===== src/rtl/pc_pkg.sv =====
// Shared definitions for the fetch PC unit: FSM state encoding and default
// reset vector / sequential step.
package pc_pkg;

  typedef logic [1:0] pc_state_t;

  localparam pc_state_t ST_IDLE = 2'd0;
  localparam pc_state_t ST_RUN  = 2'd1;
  localparam pc_state_t ST_HALT = 2'd2;

  localparam int unsigned PC_STEP_DEFAULT      = 4;
  localparam logic [31:0] PC_RESET_VEC_DEFAULT = 32'h0000_0000;

endpackage


===== src/rtl/pc_ras.sv =====
// Circular return-address stack. Push on a full stack overwrites the oldest
// entry; push together with pop on a non-empty stack replaces the top.
module pc_ras #(
  parameter int unsigned XLEN      = 32,
  parameter int unsigned RAS_DEPTH = 4
) (
  input  logic            i_clk,
  input  logic            i_rst,
  input  logic            i_push,
  input  logic            i_pop,
  input  logic [XLEN-1:0] i_data,
  output logic [XLEN-1:0] o_top,
  output logic            o_empty
);

  localparam int unsigned PW = $clog2(RAS_DEPTH);
  localparam int unsigned CW = $clog2(RAS_DEPTH + 1);

  logic [XLEN-1:0] r_mem [RAS_DEPTH];
  logic [PW-1:0]   r_top;
  logic [CW-1:0]   r_count;

  logic            w_empty;
  logic            w_full;
  logic            w_replace;
  logic            w_do_push;
  logic            w_do_pop;
  logic [PW-1:0]   w_wr_idx;

  assign w_empty   = (r_count == '0);
  assign w_full    = (r_count == CW'(RAS_DEPTH));
  assign w_replace = i_push && i_pop && !w_empty;
  assign w_do_push = i_push && !w_replace;
  assign w_do_pop  = i_pop && !i_push && !w_empty;
  assign w_wr_idx  = w_replace ? r_top : r_top + 1'b1;

  assign o_top   = r_mem[r_top];
  assign o_empty = w_empty;

  // Entry contents are not reset; only the count gives them meaning.
  always_ff @(posedge i_clk) begin
    if (i_push) begin
      r_mem[w_wr_idx] <= i_data;
    end
  end

  always_ff @(posedge i_clk) begin
    if (i_rst) begin
      r_top   <= '0;
      r_count <= '0;
    end else if (w_do_push) begin
      r_top <= r_top + 1'b1;
      if (!w_full) begin
        r_count <= r_count + 1'b1;
      end
    end else if (w_do_pop) begin
      r_top   <= r_top - 1'b1;
      r_count <= r_count - 1'b1;
    end
  end

endmodule


===== src/rtl/pc_unit.sv =====
// Fetch PC generator: IDLE/RUN/HALT control, stall-tolerant redirect capture
// and return-address prediction through pc_ras.
module pc_unit
  import pc_pkg::*;
#(
  parameter int unsigned     XLEN      = 32,
  parameter logic [XLEN-1:0] RESET_VEC = XLEN'(PC_RESET_VEC_DEFAULT),
  parameter int unsigned     STEP      = PC_STEP_DEFAULT,
  parameter int unsigned     RAS_DEPTH = 4
) (
  input  logic            clk_i,
  input  logic            rst_i,
  input  logic            start_i,
  input  logic            halt_i,
  input  logic            stall_i,
  input  logic            redirect_i,
  input  logic [XLEN-1:0] redirect_pc_i,
  input  logic            call_i,
  input  logic            ret_i,
  output logic [XLEN-1:0] pc_o,
  output logic            pc_valid_o,
  output logic            ras_empty_o
);

  pc_state_t       r_state;
  logic [XLEN-1:0] r_pc;
  logic            r_valid;
  logic            r_pend_valid;
  logic [XLEN-1:0] r_pend_pc;

  pc_state_t       w_state_next;
  logic            w_run;
  logic            w_adv;
  logic            w_take_redir;
  logic [XLEN-1:0] w_redir_pc;
  logic [XLEN-1:0] w_seq_pc;
  logic [XLEN-1:0] w_next_pc;
  logic            w_ras_push;
  logic            w_ras_pop;
  logic            w_ras_empty;
  logic [XLEN-1:0] w_ras_top;

  assign w_run        = (r_state == ST_RUN);
  assign w_adv        = w_run && !halt_i && !stall_i;
  assign w_seq_pc     = r_pc + XLEN'(STEP);
  assign w_take_redir = w_adv && (redirect_i || r_pend_valid);
  assign w_redir_pc   = redirect_i ? redirect_pc_i : r_pend_pc;

  // A redirect in the same cycle swallows any call/return on the old path.
  assign w_ras_push = w_adv && !w_take_redir && call_i;
  assign w_ras_pop  = w_adv && !w_take_redir && ret_i && !w_ras_empty;

  always_comb begin
    w_next_pc = r_pc;
    if (w_take_redir) begin
      w_next_pc = w_redir_pc;
    end else if (w_ras_pop) begin
      w_next_pc = w_ras_top;
    end else if (w_adv) begin
      w_next_pc = w_seq_pc;
    end
  end

  always_comb begin
    w_state_next = r_state;
    if (r_state == ST_IDLE && start_i) begin
      w_state_next = ST_RUN;
    end else if (r_state == ST_RUN && halt_i) begin
      w_state_next = ST_HALT;
    end else if (r_state == ST_HALT && start_i) begin
      w_state_next = ST_RUN;
    end
  end

  always_ff @(posedge clk_i) begin
    if (rst_i) begin
      r_state <= ST_IDLE;
      r_valid <= 1'b0;
      r_pc    <= RESET_VEC;
    end else begin
      r_state <= w_state_next;
      r_valid <= (w_state_next == ST_RUN);
      r_pc    <= w_next_pc;
    end
  end

  // A pending target survives HALT and is consumed on the first free RUN cycle.
  always_ff @(posedge clk_i) begin
    if (rst_i) begin
      r_pend_valid <= 1'b0;
      r_pend_pc    <= '0;
    end else if (w_run && !halt_i && stall_i && redirect_i) begin
      r_pend_valid <= 1'b1;
      r_pend_pc    <= redirect_pc_i;
    end else if (w_take_redir) begin
      r_pend_valid <= 1'b0;
    end
  end

  pc_ras #(
    .XLEN      (XLEN),
    .RAS_DEPTH (RAS_DEPTH)
  ) u_ras (
    .i_clk   (clk_i),
    .i_rst   (rst_i),
    .i_push  (w_ras_push),
    .i_pop   (w_ras_pop),
    .i_data  (w_seq_pc),
    .o_top   (w_ras_top),
    .o_empty (w_ras_empty)
  );

  assign pc_o        = r_pc;
  assign pc_valid_o  = r_valid;
  assign ras_empty_o = w_ras_empty;

endmodule


===== config.mk =====
export PLATFORM = sky130hd
export DESIGN_NAME = pc_unit
export DESIGN_NICKNAME = d
export VERILOG_FILES = /design/src/rtl/pc_pkg.sv /design/src/rtl/pc_ras.sv /design/src/rtl/pc_unit.sv
export SDC_FILE = /design/constraint.sdc
export NUM_CORES = 1
export LEC_CHECK = 0
export ABC_AREA = 1
export BUFFER_PORTS_ARGS = -buffer_cell sky130_fd_sc_hd__buf_2
export CAP_MARGIN = 20
export CORE_ASPECT_RATIO = 1.1
export CORE_MARGIN = 5
export CORE_UTILIZATION = 60
export CTS_BUF_LIST = sky130_fd_sc_hd__clkbuf_8
export DETAILED_ROUTE_END_ITERATION = 8
export HOLD_SLACK_MARGIN = 0.03
export PLACE_DENSITY = 0.8
export SYNTH_ARGS = -nofsm -noshare
export SYNTH_HDL_FRONTEND = slang
export SYNTH_SLANG_ARGS = --single-unit
export TNS_END_PERCENT = 5

===== constraint.sdc =====
create_clock -name clk_i -period 3.8 [get_ports clk_i]
set_clock_uncertainty 0.15 [all_clocks]
set_input_delay 0.57 -clock clk_i [delete_from_list [all_inputs] [get_ports clk_i]]
set_output_delay 0.57 -clock clk_i [all_outputs]
set_load 0.1 [all_outputs]

==> metrics.md, run 1 <==
| Metric | Value |
|---|---|
| Max_cap viols | 0 |
| DIE WIDTH | 130 um |
| Via count | 7836 |
| Status | finished clean |
| CTS root buffer | clkbuf_8 |
| Metal3 WL | 1.58 mm |
| Drc violations | 0 |
| Core region area | 0.0156 mm2 |
| Peak Freq | 0.363 GHz |
| Fill count | 1296 |
| Sink Count | 203 |
| # resized after CTS | 0 |
| Register area share after synthesis | 56.3% |
| Initial antenna violation count | 0 |
| FF-to-FF End | u_ras.r_mem[0][22] |
| Hold Path Depth | 3 |
| Drt wl/cell | 16.7 um |
| Initial Utilization | 60.8% |
| Total routed wirelength | 23.6 mm |
| Ys Warns | 0 |
| Total Routing Usage GR | 25.6% |
| Area of the multi-input gates | 0.00367 mm2 |
| Post-CTS Hold Buffers | 0 |
| Register Area | 0.00535 mm2 |
| Top routing layer used | met4 |
| Top_reg_cell synth | edfxtp_1 |
| H-Tree Depth | 1 |
| TritonCTS clock tree | yes |
| Congestion Overflow GR | 0 |
| Worst path bufs/invs | 3 |
| FFs w/ async S/R, synth | 0% |
| Crit path top cell by count | nor2_4 |
| Largest net degree at the start of global routing | 65 |
| Post-DRT Antenna Nets | 0 |
| Slowest cell on crit path | buf_4 |
| Area after DPL | 0.00997 mm2 |
| Reg2Reg Depth | 10 |
| Slew HR | 32.8% |
| Hold WC Path Type | input pin to register |
| Crit Reg-Reg Startpoint | r_state[1] |
| Power per cell area | 413 mW/mm2 |
| CP startpoint kind | register |
| Final Util | 67.6% |
| Clock latency on the worst-skew pair | 0.56 ns |
| Worst Setup End Kind | register |
| HP Start | redirect_pc_i[13] |
| Die H | 142 um |
| Mapped Cells | 1124 |
| Num CTS Buffers | 31 |
| Core Rows | 48 |
| Post-CTS Setup Bufs | 0 |
| Slew Viols, Final | 0 |
| Crit-path cells | nor2_4 > nand3_4 > inv_2 > nand2_2 > nor2_4 > nand2_1 > xnor2_2 > inv_1 > nor2_2 > buf_4 |
| Syn nets | 1166 |
| End of the worst hold path | r_pend_pc[13] |
| Dpl ws | 0.723 ns |
| Crit path required time | 3.85 ns |
| Min Hold Slack | 0.107 ns |
| Fin worst setup slack | 1.05 ns |
| Syn avg cell area | 8.45 um2 |
| First-pass GRT wire length | 37.3 mm |
| Finished Cell Area | 0.0106 mm2 |
| RePlAce Congestion | 0.905 |
| Post-Syn Area | 0.00950 mm2 |
| FF+latch count, synth | 203 |
| Layout cells sized above 1 | 12.9% |
| Die area | 0.0184 mm2 |
| Synth top area cells | edfxtp_1 40%, dfxtp_1 16%, nand2_1 13% |
| Fin crit share | 72.4% |
| Worst-margin pin slew | 1.01 ns |
| Drt first-iter violations | 840 |
| Final min period | 2.75 ns |
| CP delay by family, top | buffers and inverters |
| Worst-case clock buffer depth | 3 |
| Synth cell types | 42 |
| Cell taking the most area after synthesis | edfxtp_1 |
| Vias per std cell | 5.54 |
| # IOs | 74 |
| Final Setup Violations | 0 |
| Peak VDD IR | 0.000313 V |
| IO Port Bufs | 73 |
| Post-synth EDFFs | 128 |
| Pleak | 4.53 nW |
| RSZ-0062 raised after global routing | false |
| Post-synth top area share | 40.5% |
| Worst reg-to-reg setup slack | 1.05 ns |
| TritonRoute pass-1 iters | 5 |
| Area grow syn2layout | 11.1% |
| Vias in the first global route | 7143 |
| DR WL met2 | 10.9 mm |
| Diodes inserted | 0 |
| Largest stage delay, worst path | 0.42 ns |
| NumNets Final | 1231 |
| Crit Path Category | register to register |
| Total Negative Setup Slacks | 0 ns |
| Routed metal-1 wire length | 10.8 mm |
| Worst-path fanout max | 30 |
| Reg clk slew, reported paths | 0.06 ns |
| Worst EP arrival | 2.80 ns |
| Fin. Hold Viols | 0 |
| HPWL Detailed | 16.1 mm |
-- where the power goes --
group          total (mW)  internal (mW)  switching, mW
clock network        1.66          0.843          0.820
registers            2.38           2.36         0.0270
logic               0.309         0.0718          0.237
total                4.36           3.27           1.08
-- how the worst max path moves through the flow --
stage	from	to	slack (ns)	depth (start not counted)
finish	r_state[1]	u_ras.r_mem[0][22]	1.05	10
global route	r_state[1]	u_ras.r_mem[0][18]	0.87	10
CTS	r_state[1]	u_ras.r_mem[0][22]	1.04	10
detailed placement	halt_i	u_ras.r_mem[0][29]	0.72	11
global placement	halt_i	u_ras.r_mem[2][29]	0.82	11
floorplan	stall_i	u_ras.r_mem[0][0]	0.37	9
-- area by class of cell --
type                       instances  share of cell area (%)
tap                              200                    2.37
inverter                          61                    2.22
sequential                       203                    50.7
timing repair buffer              87                    4.46
clock inverter                    23                   0.936
clock buffer                      35                    4.56
multi-input combinational        805                    34.8
-- sequential cells by signal (all words and copies together), names as in the netlist, named ones only --
name and count:
pc_o 32, u_ras.r_mem 128, u_ras.r_top 2, u_ras.r_count 3, r_pend_valid 1, pc_valid_o 1, r_pend_pc 32, r_state 2
-- routing by layer --
layer | GRT usage, % | up-vias
li1 | - | 3894
met1 | 38.6 | 3619
met2 | 40.1 | 289
met3 | 3.23 | 34
met4 | 5.63 | 0
met5 | 0 | -
-- cell usage after synthesis, drive strengths merged, types with 3 or more instances --
| master | count |
|---|---|
| a21oi | 81 |
| a31oi | 3 |
| buf | 18 |
| clkbuf | 37 |
| dfxtp | 75 |
| edfxtp | 128 |
| inv | 59 |
| nand2 | 320 |
| nand3 | 60 |
| nand3b | 12 |
| nand4 | 3 |
| nor2 | 175 |
| o211ai | 9 |
| o21ai | 112 |
| o22ai | 9 |
| or2 | 3 |
| xnor2 | 4 |
| xor2 | 6 |
-- layout by cell type (no fill, tap or decap), types with 2 or more instances in the layout --
cell type | netlist | layout
inv_2 | 5 | 5
clkbuf_8 | 0 | 35
nor2_1 | 170 | 166
or2_2 | 2 | 2
ha_1 | 2 | 2
clkinv_1 | 2 | 3
nand2_1 | 317 | 317
nand3_2 | 2 | 2
edfxtp_1 | 128 | 128
buf_4 | 3 | 14
nand2_2 | 2 | 2
nor2_2 | 0 | 4
xnor2_1 | 3 | 3
inv_1 | 53 | 67
nor2_8 | 3 | 3
nand3b_1 | 12 | 12
nand4_1 | 3 | 3
o211ai_1 | 9 | 9
nor2_4 | 2 | 2
a21oi_1 | 80 | 80
buf_2 | 10 | 73
o22ai_1 | 9 | 9
xor2_1 | 6 | 6
a31oi_1 | 3 | 3
nand3_1 | 57 | 57
o21ai_1 | 3 | 3
o21ai_0 | 109 | 109
clkinv_2 | 0 | 7
dfxtp_1 | 75 | 74
-- logic make-up after synthesis --
group                    count (synthesis)  share of synthesized area [%]
AND/OR/NAND/NOR                        576                           25.3
AO/OA/AOI/OAI                          217                           12.0
flip-flops                             203                           56.3
buffers and inverters                  116                           5.14
XOR/XNOR                                10                           1.00
adder cells (fa/ha/maj)                  2                          0.263
-- per-stage QoR --
step / power [mW] / std cells
floorplan: 2.65 / 1124
global placement: 2.73 / 1356
detailed placement: 2.74 / 1356
CTS: 4.37 / 1414
global route: 4.51 / 1414
finish: 4.36 / 1414
-- worst register-to-register path, stage by stage (launching register included) --
cell and delay (ns):
dfxtp_1 0.34, nor2_4 0.16, nand3_4 0.08, inv_2 0.31, nand2_2 0.18, nor2_4 0.13, nand2_1 0.11, xnor2_2 0.22
inv_1 0.10, nor2_2 0.16, buf_4 0.42
(Power assumes the default switching activity.)
==> run 2, diff against run 1 <==
--- a/config.mk
+++ b/config.mk
@@ -10,11 +10,11 @@
 export CAP_MARGIN = 20
 export CORE_ASPECT_RATIO = 1.1
 export CORE_MARGIN = 5
-export CORE_UTILIZATION = 60
+export CORE_UTILIZATION = 56
 export CTS_BUF_LIST = sky130_fd_sc_hd__clkbuf_8
 export DETAILED_ROUTE_END_ITERATION = 8
 export HOLD_SLACK_MARGIN = 0.03
-export PLACE_DENSITY = 0.8
+export PLACE_DENSITY = 0.78
 export SYNTH_ARGS = -nofsm -noshare
 export SYNTH_HDL_FRONTEND = slang
 export SYNTH_SLANG_ARGS = --single-unit
==> constraint.sdc (replaced) <==
create_clock -name clk_i -period 2.3 [get_ports clk_i]
set_clock_uncertainty 0.15 [all_clocks]
set_input_delay 0.345 -clock clk_i [delete_from_list [all_inputs] [get_ports clk_i]]
set_output_delay 0.345 -clock clk_i [all_outputs]
set_load 0.1 [all_outputs]
==> run 2 against run 1 <==
  * Core utilization down 0.24 points
  * Routed wire length increased by 6.4%
  * Clock power rose by 64%
  * Flip-flop and latch count stayed put
  * Register-to-register slack worse by 0.97 ns
  * Via count up 4.3%
  * Non-clock buffer count rose by 67
  * Count of clock-buffer cells in the layout is 4 lower
  * Worst hold slack improved by 0.014 ns
  * Largest power group unchanged
  * Critical path depth grew 1
==> metrics.md, run 2 (synthesis gave the netlist of run 1 again) <==
| Metric | Value |
|---|---|
| Pleak | 4.88 nW (+7.6%) |
| Post-DRT Antenna Nets | 0 (unchanged) |
| DIE WIDTH | 134 um (+3.2%) |
| Area grow syn2layout | 19.4% |
| Largest stage delay, worst path | 0.36 ns (-0.06 ns) |
| Worst-case clock buffer depth | 3 (unchanged) |
| Register Area | 0.00535 mm2 (+0.12%) |
| Clock latency on the worst-skew pair | 0.56 ns (about the same) |
| Via count | 8170 (+4.3%) |
| Worst-path fanout max | 12 (-60%) |
| Diodes inserted | 0 (unchanged) |
| Max reg flops | 128 (unchanged) |
| Peak Freq | 0.450 GHz (+24%) |
| Vias per std cell | 5.49 (-0.86%) |
| Crit path top cell by count | nor2_4 |
| Die area | 0.0197 mm2 (+6.6%) |
| Drc violations | 0 (unchanged) |
| Area after DPL | 0.0103 mm2 (+3.3%) |
| Initial Utilization | 56.4% (-4.4 points) |
| CP delay by family, top | simple AND/OR/NAND/NOR gates |
| Layout cells sized above 1 | 14.9% (+1.9 points) |
| RePlAce Congestion | 0.959 (+5.9%) |
| Slowest cell on crit path | dfxtp_4 |
| Initial antenna violation count | 0 (unchanged) |
| Fin. Hold Viols | 0 (unchanged) |
| Dpl ws | 0.0255 ns (-0.698 ns) |
| Slew HR | 63.9% (+31 points) |
| TritonRoute pass-1 iters | 5 (unchanged) |
| Highest-count cells in the layout ignoring fill and taps | 315 x nand2_1, 166 x nor2_1, 128 x edfxtp_1 |
| Reg clk slew, reported paths | 0.07 ns (about the same) |
| Total routed wirelength | 25.1 mm (+6.4%) |
| Fill count | 1290 (-0.46%) |
| Largest net degree at the start of global routing | 47 (-28%) |
| Placed cell count | 1389 (+2.4%) |
| Hold WC Path Type | input pin to register |
| Drt wl/cell | 16.9 um (+1.2%) |
| Sink Count | 203 (unchanged) |
| Worst Setup End Kind | register |
| Final Setup Violations | 0 (unchanged) |
| Final Util | 67.4% (-0.24 points) |
| Crit Path Category | register to register |
| Final min period | 2.22 ns (-0.530 ns) |
| First-pass GRT wire length | 39.9 mm (+7.0%) |
| Crit path required time | 2.41 ns (-1.44 ns) |
| Fin crit share | 96.6% (+24 points) |
| Worst-margin pin slew | 0.539 ns (-0.470 ns) |
| HPWL Detailed | 16.6 mm (+3.2%) |
| Slew Viols, Final | 0 (unchanged) |
| Peak VDD IR | 0.000554 V (+77%) |
| Power per cell area | 639 mW/mm2 (+55%) |
| Die H | 147 um (+3.3%) |
| Worst path bufs/invs | 3 (unchanged) |
| Area of the multi-input gates | 0.00372 mm2 (+1.3%) |
| Total Negative Setup Slacks | 0 ns (unchanged) |
| TritonCTS clock tree | yes |
| # IOs | 74 (unchanged) |
| Drt first-iter violations | 857 (+2.0%) |
| IO Port Bufs | 73 (unchanged) |
| H-Tree Depth | 1 (unchanged) |
| Max_cap viols | 0 (unchanged) |
| CTS root buffer | clkbuf_8 |
| Layout Cells excl Fill | 1487 (+5.2%) |
| Core Rows | 50 (+4.2%) |
| Fin worst setup slack | 0.0779 ns (-0.970 ns) |
| Worst EP arrival | 2.33 ns (-0.47 ns) |
| Num CTS Buffers | 30 (-3.2%) |
| Total design power | 7.24 mW (+66%) |
| Core region area | 0.0168 mm2 (+7.8%) |
| Vias in the first global route | 7783 (+9.0%) |
| Total Routing Usage GR | 25.2% (-0.40 points) |
| NumNets Final | 1297 (+5.4%) |
| Congestion Overflow GR | 0 (unchanged) |
| CP startpoint kind | register |
| Finished Cell Area | 0.0113 mm2 (+7.4%) |
| Most flop-heavy register | u_ras.r_mem |
| Most common cell after layout, fill and taps aside | nand2_1 |
| Status | finished clean |
| Min Hold Slack | 0.121 ns (+0.0138 ns) |
| Crit-path cells | nor2_4 > nand3_4 > inv_4 > nand2_4 > nor2_4 > nand2_4 > nand2_2 > o211ai_1 > nor2_4 > buf_12 > buf_12 |
run 2: cell count changes in the layout (fill, tap and decap cells not counted), moves of 2 or more:
cell / change
nand2_4: +2
buf_12: +8
inv_1: -6
buf_4: +21
dfxtp_2: +2
nor2_2: -4
clkinv_1: +7
clkbuf_16: +2
nor2_4: +4
clkbuf_8: -4
dfxtp_1: -3
dlygate4sd3_1: +35
nand2_1: -2
run 2: tightest hold or removal path: stages:
cell and delay [ns]:
buf_2 0.13, nand4_1 0.08, nand2_1 0.10, nand2_1 0.07
a21oi_1 0.06
run 2: layout make-up:
class / instances / share of cell area (%)
clock buffer: 31 / 3.76
multi-input combinational: 805 / 32.8
clock inverter: 25 / 1.17
inverter: 61 / 2.09
sequential: 203 / 47.2
tap: 208 / 2.30
timing repair buffer: 154 / 10.7
run 2: final timing paths:
check / startpoint / endpoint / slack, ns / depth (start not counted)
min reg2reg: r_pend_pc[31] / r_pend_pc[31] / 0.31 / 2
max: r_state[1] / u_ras.r_mem[3][20] / 0.08 / 11
max reg2reg: r_state[1] / u_ras.r_mem[3][20] / 0.08 / 11
min: call_i / u_ras.r_count[0] / 0.12 / 5
run 2: timing repair:
item,CTS,global route
hold buffers,36,0
endpoints found under the setup margin,0,129
setup buffers,0,4
endpoints found under the hold margin,49,0
gates resized for setup,0,4
run 2: report_power, final:
group	switching, mW	leakage (nW)	internal [mW]	total [mW]
registers	0.0469	1.95	3.89	3.94
clock network	1.35	0.325	1.37	2.72
logic	0.408	2.60	0.173	0.581
run 2: metal layers:
metal / GRT usage [%] / wire length [um] / vias to the layer above
li1: - / - / 4025
met1: 36.0 / 10900 / 3773
met2: 39.8 / 11700 / 323
met3: 4.34 / 1900 / 49
met4: 7.23 / 663 / 0
met5: 0 / 0 / -
==> run 3, diff against run 2 <==
--- a/config.mk
+++ b/config.mk
@@ -6,15 +6,16 @@
 export NUM_CORES = 1
 export LEC_CHECK = 0
 export ABC_AREA = 1
+export ABC_CLOCK_PERIOD_IN_PS = 2200
 export BUFFER_PORTS_ARGS = -buffer_cell sky130_fd_sc_hd__buf_2
 export CAP_MARGIN = 20
 export CORE_ASPECT_RATIO = 1.1
 export CORE_MARGIN = 5
-export CORE_UTILIZATION = 56
+export CORE_UTILIZATION = 60
 export CTS_BUF_LIST = sky130_fd_sc_hd__clkbuf_8
 export DETAILED_ROUTE_END_ITERATION = 8
 export HOLD_SLACK_MARGIN = 0.03
-export PLACE_DENSITY = 0.78
+export PLACE_DENSITY = 0.8
 export SYNTH_ARGS = -nofsm -noshare
 export SYNTH_HDL_FRONTEND = slang
 export SYNTH_SLANG_ARGS = --single-unit
==> constraint.sdc (replaced) <==
create_clock -name clk_i -period 2.2 [get_ports clk_i]
set_clock_uncertainty 0.15 [all_clocks]
set_input_delay 0.33 -clock clk_i [delete_from_list [all_inputs] [get_ports clk_i]]
set_output_delay 0.33 -clock clk_i [all_outputs]
set_load 0.1 [all_outputs]
==> run 3 against run 2 <==
  * Sequential share of layout area decreased by 0.50 points
  * Maximum frequency increased by 6.1%
  * Worst setup slack improved by 0.027 ns
  * Core utilization up 6.0 points
  * Via count grew 1.2%
  * Global-route usage rose by 2.6 points
  * Flip-flop and latch count did not move
  * Sequential power is 5% higher
  * First-iteration DRC count shrank 12%
  * Largest power group unchanged
  * Highest routed layer unchanged
==> metrics.md, run 3 (synthesis gave the netlist of run 1 again) <==
| Metric | Value |
|---|---|
| Status | finished clean |
| Post-DRT Antenna Nets | 0 (unchanged) |
| Worst Setup End Kind | register |
| Most common cell after layout, fill and taps aside | nand2_1 |
| CP startpoint kind | register |
| Clock share of power | 39.2% (+1.6 points) |
| Layout cells sized above 1 | 15.4% (+0.55 points) |
| Crit-path cells | nor2_4 > nand3_4 > inv_4 > nand2_4 > nor2_4 > nand2_4 > xnor2_4 > buf_4 > nor2_4 > buf_4 > buf_12 |
| Drt wl/cell | 17.0 um (+0.96%) |
| DIE WIDTH | 130 um (-3.1%) |
| Initial Utilization | 60.8% (+4.4 points) |
| HPWL Detailed | 16.7 mm (+0.72%) |
| Worst EP arrival | 2.18 ns (-0.15 ns) |
| Vias per std cell | 5.57 (+1.3%) |
| Max reg flops | 128 (unchanged) |
| Diodes inserted | 0 (unchanged) |
| Largest stage delay, worst path | 0.34 ns (-0.02 ns) |
| Initial antenna violation count | 0 (unchanged) |
| Vias in the first global route | 7878 (+1.2%) |
| Power per cell area | 681 mW/mm2 (+6.6%) |
| Slew Viols, Final | 0 (unchanged) |
| Fin worst setup slack | 0.105 ns (+0.0272 ns) |
| # IOs | 74 (unchanged) |
| CP delay by family, top | simple AND/OR/NAND/NOR gates |
| CTS root buffer | clkbuf_8 |
| Int Pwr | 5.92 mW (+9.0%) |
| Die H | 142 um (-3.2%) |
| Sw Pwr | 1.87 mW (+3.5%) |
| Final min period | 2.09 ns (-0.127 ns) |
| Core Rows | 48 (-4.0%) |
| Crit Path Category | register to register |
| TritonCTS clock tree | yes |
| Crit path required time | 2.29 ns (-0.12 ns) |
| Fin crit share | 95.2% (-1.4 points) |
| Final Setup Violations | 0 (unchanged) |
| IO Port Bufs | 73 (unchanged) |
| RePlAce Congestion | 0.934 (-2.6%) |
| TritonRoute pass-1 iters | 5 (unchanged) |
| Most flop-heavy register | u_ras.r_mem |
| Worst path bufs/invs | 4 (+1) |
| Dpl ws | -0.0113 ns (-0.0368 ns) |
| Switching Fraction | 24.0% (-0.96 points) |
| Min Hold Slack | 0.0921 ns (-0.0289 ns) |
| Slowest cell on crit path | dfxtp_1 |
| Worst-case clock buffer depth | 3 (unchanged) |
| Total design power | 7.80 mW (+7.6%) |
| Slew HR | 67.2% (+3.3 points) |
| Drc violations | 0 (unchanged) |
| Sink Count | 203 (unchanged) |
| Fill count | 1137 (-12%) |
| First-pass GRT wire length | 40.7 mm (+1.9%) |
| Clock latency on the worst-skew pair | 0.54 ns (-0.02 ns) |
| Drt first-iter violations | 757 (-12%) |
| Total Routing Usage GR | 27.8% (+2.6 points) |
| Core region area | 0.0156 mm2 (-7.2%) |
| Die area | 0.0184 mm2 (-6.2%) |
| H-Tree Depth | 1 (unchanged) |
| Comb pwr share | 8.0% (about the same) |
| Via count | 8269 (+1.2%) |
| Crit path top cell by count | nor2_4 |
| Max_cap viols | 0 (unchanged) |
| Worst-path fanout max | 8 (-4) |
| Reg clk slew, reported paths | 0.06 ns (about the same) |
| Seq pwr share | 52.8% (-1.6 points) |
| Hold WC Path Type | input pin to register |
| Largest net degree at the start of global routing | 65 (+38%) |
| Total routed wirelength | 25.3 mm (+0.82%) |
| Area grow syn2layout | 20.6% |
| Congestion Overflow GR | 0 (unchanged) |
| Highest-count cells in the layout ignoring fill and taps | 314 x nand2_1, 166 x nor2_1, 128 x edfxtp_1 |
| Peak Freq | 0.477 GHz (+6.1%) |
| Num CTS Buffers | 31 (+3.3%) |
| Peak VDD IR | 0.000584 V (+5.3%) |
| Total Negative Setup Slacks | 0 ns (unchanged) |
| Fin. Hold Viols | 0 (unchanged) |
| Worst-margin pin slew | 0.486 ns (-0.0523 ns) |
| Pleak | 4.95 nW (+1.4%) |
| NumNets Final | 1305 (+0.62%) |
==> run 3: per-layer routing <==
metal / GRT usage, % / vias to the layer above / share of wire [%]
met5: 0 / - / 0
met1: 39.3 / 3859 / 42
met2: 43.9 / 335 / 48
li1: - / 4034 / -
met3: 6.34 / 41 / 8.5
met4: 7.17 / 0 / 2.1
==> run 3: worst paths after layout <==
path                              to  cells past startpoint          start  slack (ns)
setup reg to reg  u_ras.r_mem[1][12]                     11     r_state[1]        0.11
hold / removal            pc_valid_o                      4        start_i        0.09
setup / recovery  u_ras.r_mem[1][12]                     11     r_state[1]        0.11
hold reg to reg        r_pend_pc[31]                      2  r_pend_pc[31]        0.31
==> run 3: layout make-up <==
type,instances,area (um2),area share (%)
Sequential cell,203,5350,46.7
Tap cell,200,250,2.19
Multi-Input combinational cell,805,3730,32.5
Clock buffer,31,427,3.73
Clock inverter,24,178,1.55
Inverter,61,239,2.09
Timing Repair Buffer,161,1280,11.2
==> run 3: per-stage QoR <==
step                      std cells  utilization [%]  cell area (um2)
final                          1485             73.3            11400
after global routing           1485             73.3            11400
after CTS                      1477             72.6            11300
after detailed placement       1386             66.4            10400
after global placement         1386             66.4            10400
after floorplan                1124                -             9560
==> run 3: power groups by stage <==
| stage | clock network, mW | registers [mW] | logic, mW |
|---|---|---|---|
| floorplan | 0 | 4.34 | 0.242 |
| detailed placement | 0 | 4.20 | 0.552 |
| finish | 3.06 | 4.12 | 0.621 |
| CTS | 3.09 | 4.12 | 0.603 |
| global route | 3.31 | 4.12 | 0.670 |
| global placement | 0 | 4.20 | 0.544 |
==> run 3: repair_timing <==
item | CTS | global route
resized for setup | 0 | 7
buffers inserted | 0 | 6
hold buffers | 36 | 0
setup endpoints to repair | 0 | 61
endpoints found under the hold margin | 53 | 0
==> run 3: tightest hold or removal path: stages <==
cell      delay, ns
buf_2          0.10
inv_1          0.06
a221oi_1       0.09
and2_1         0.14
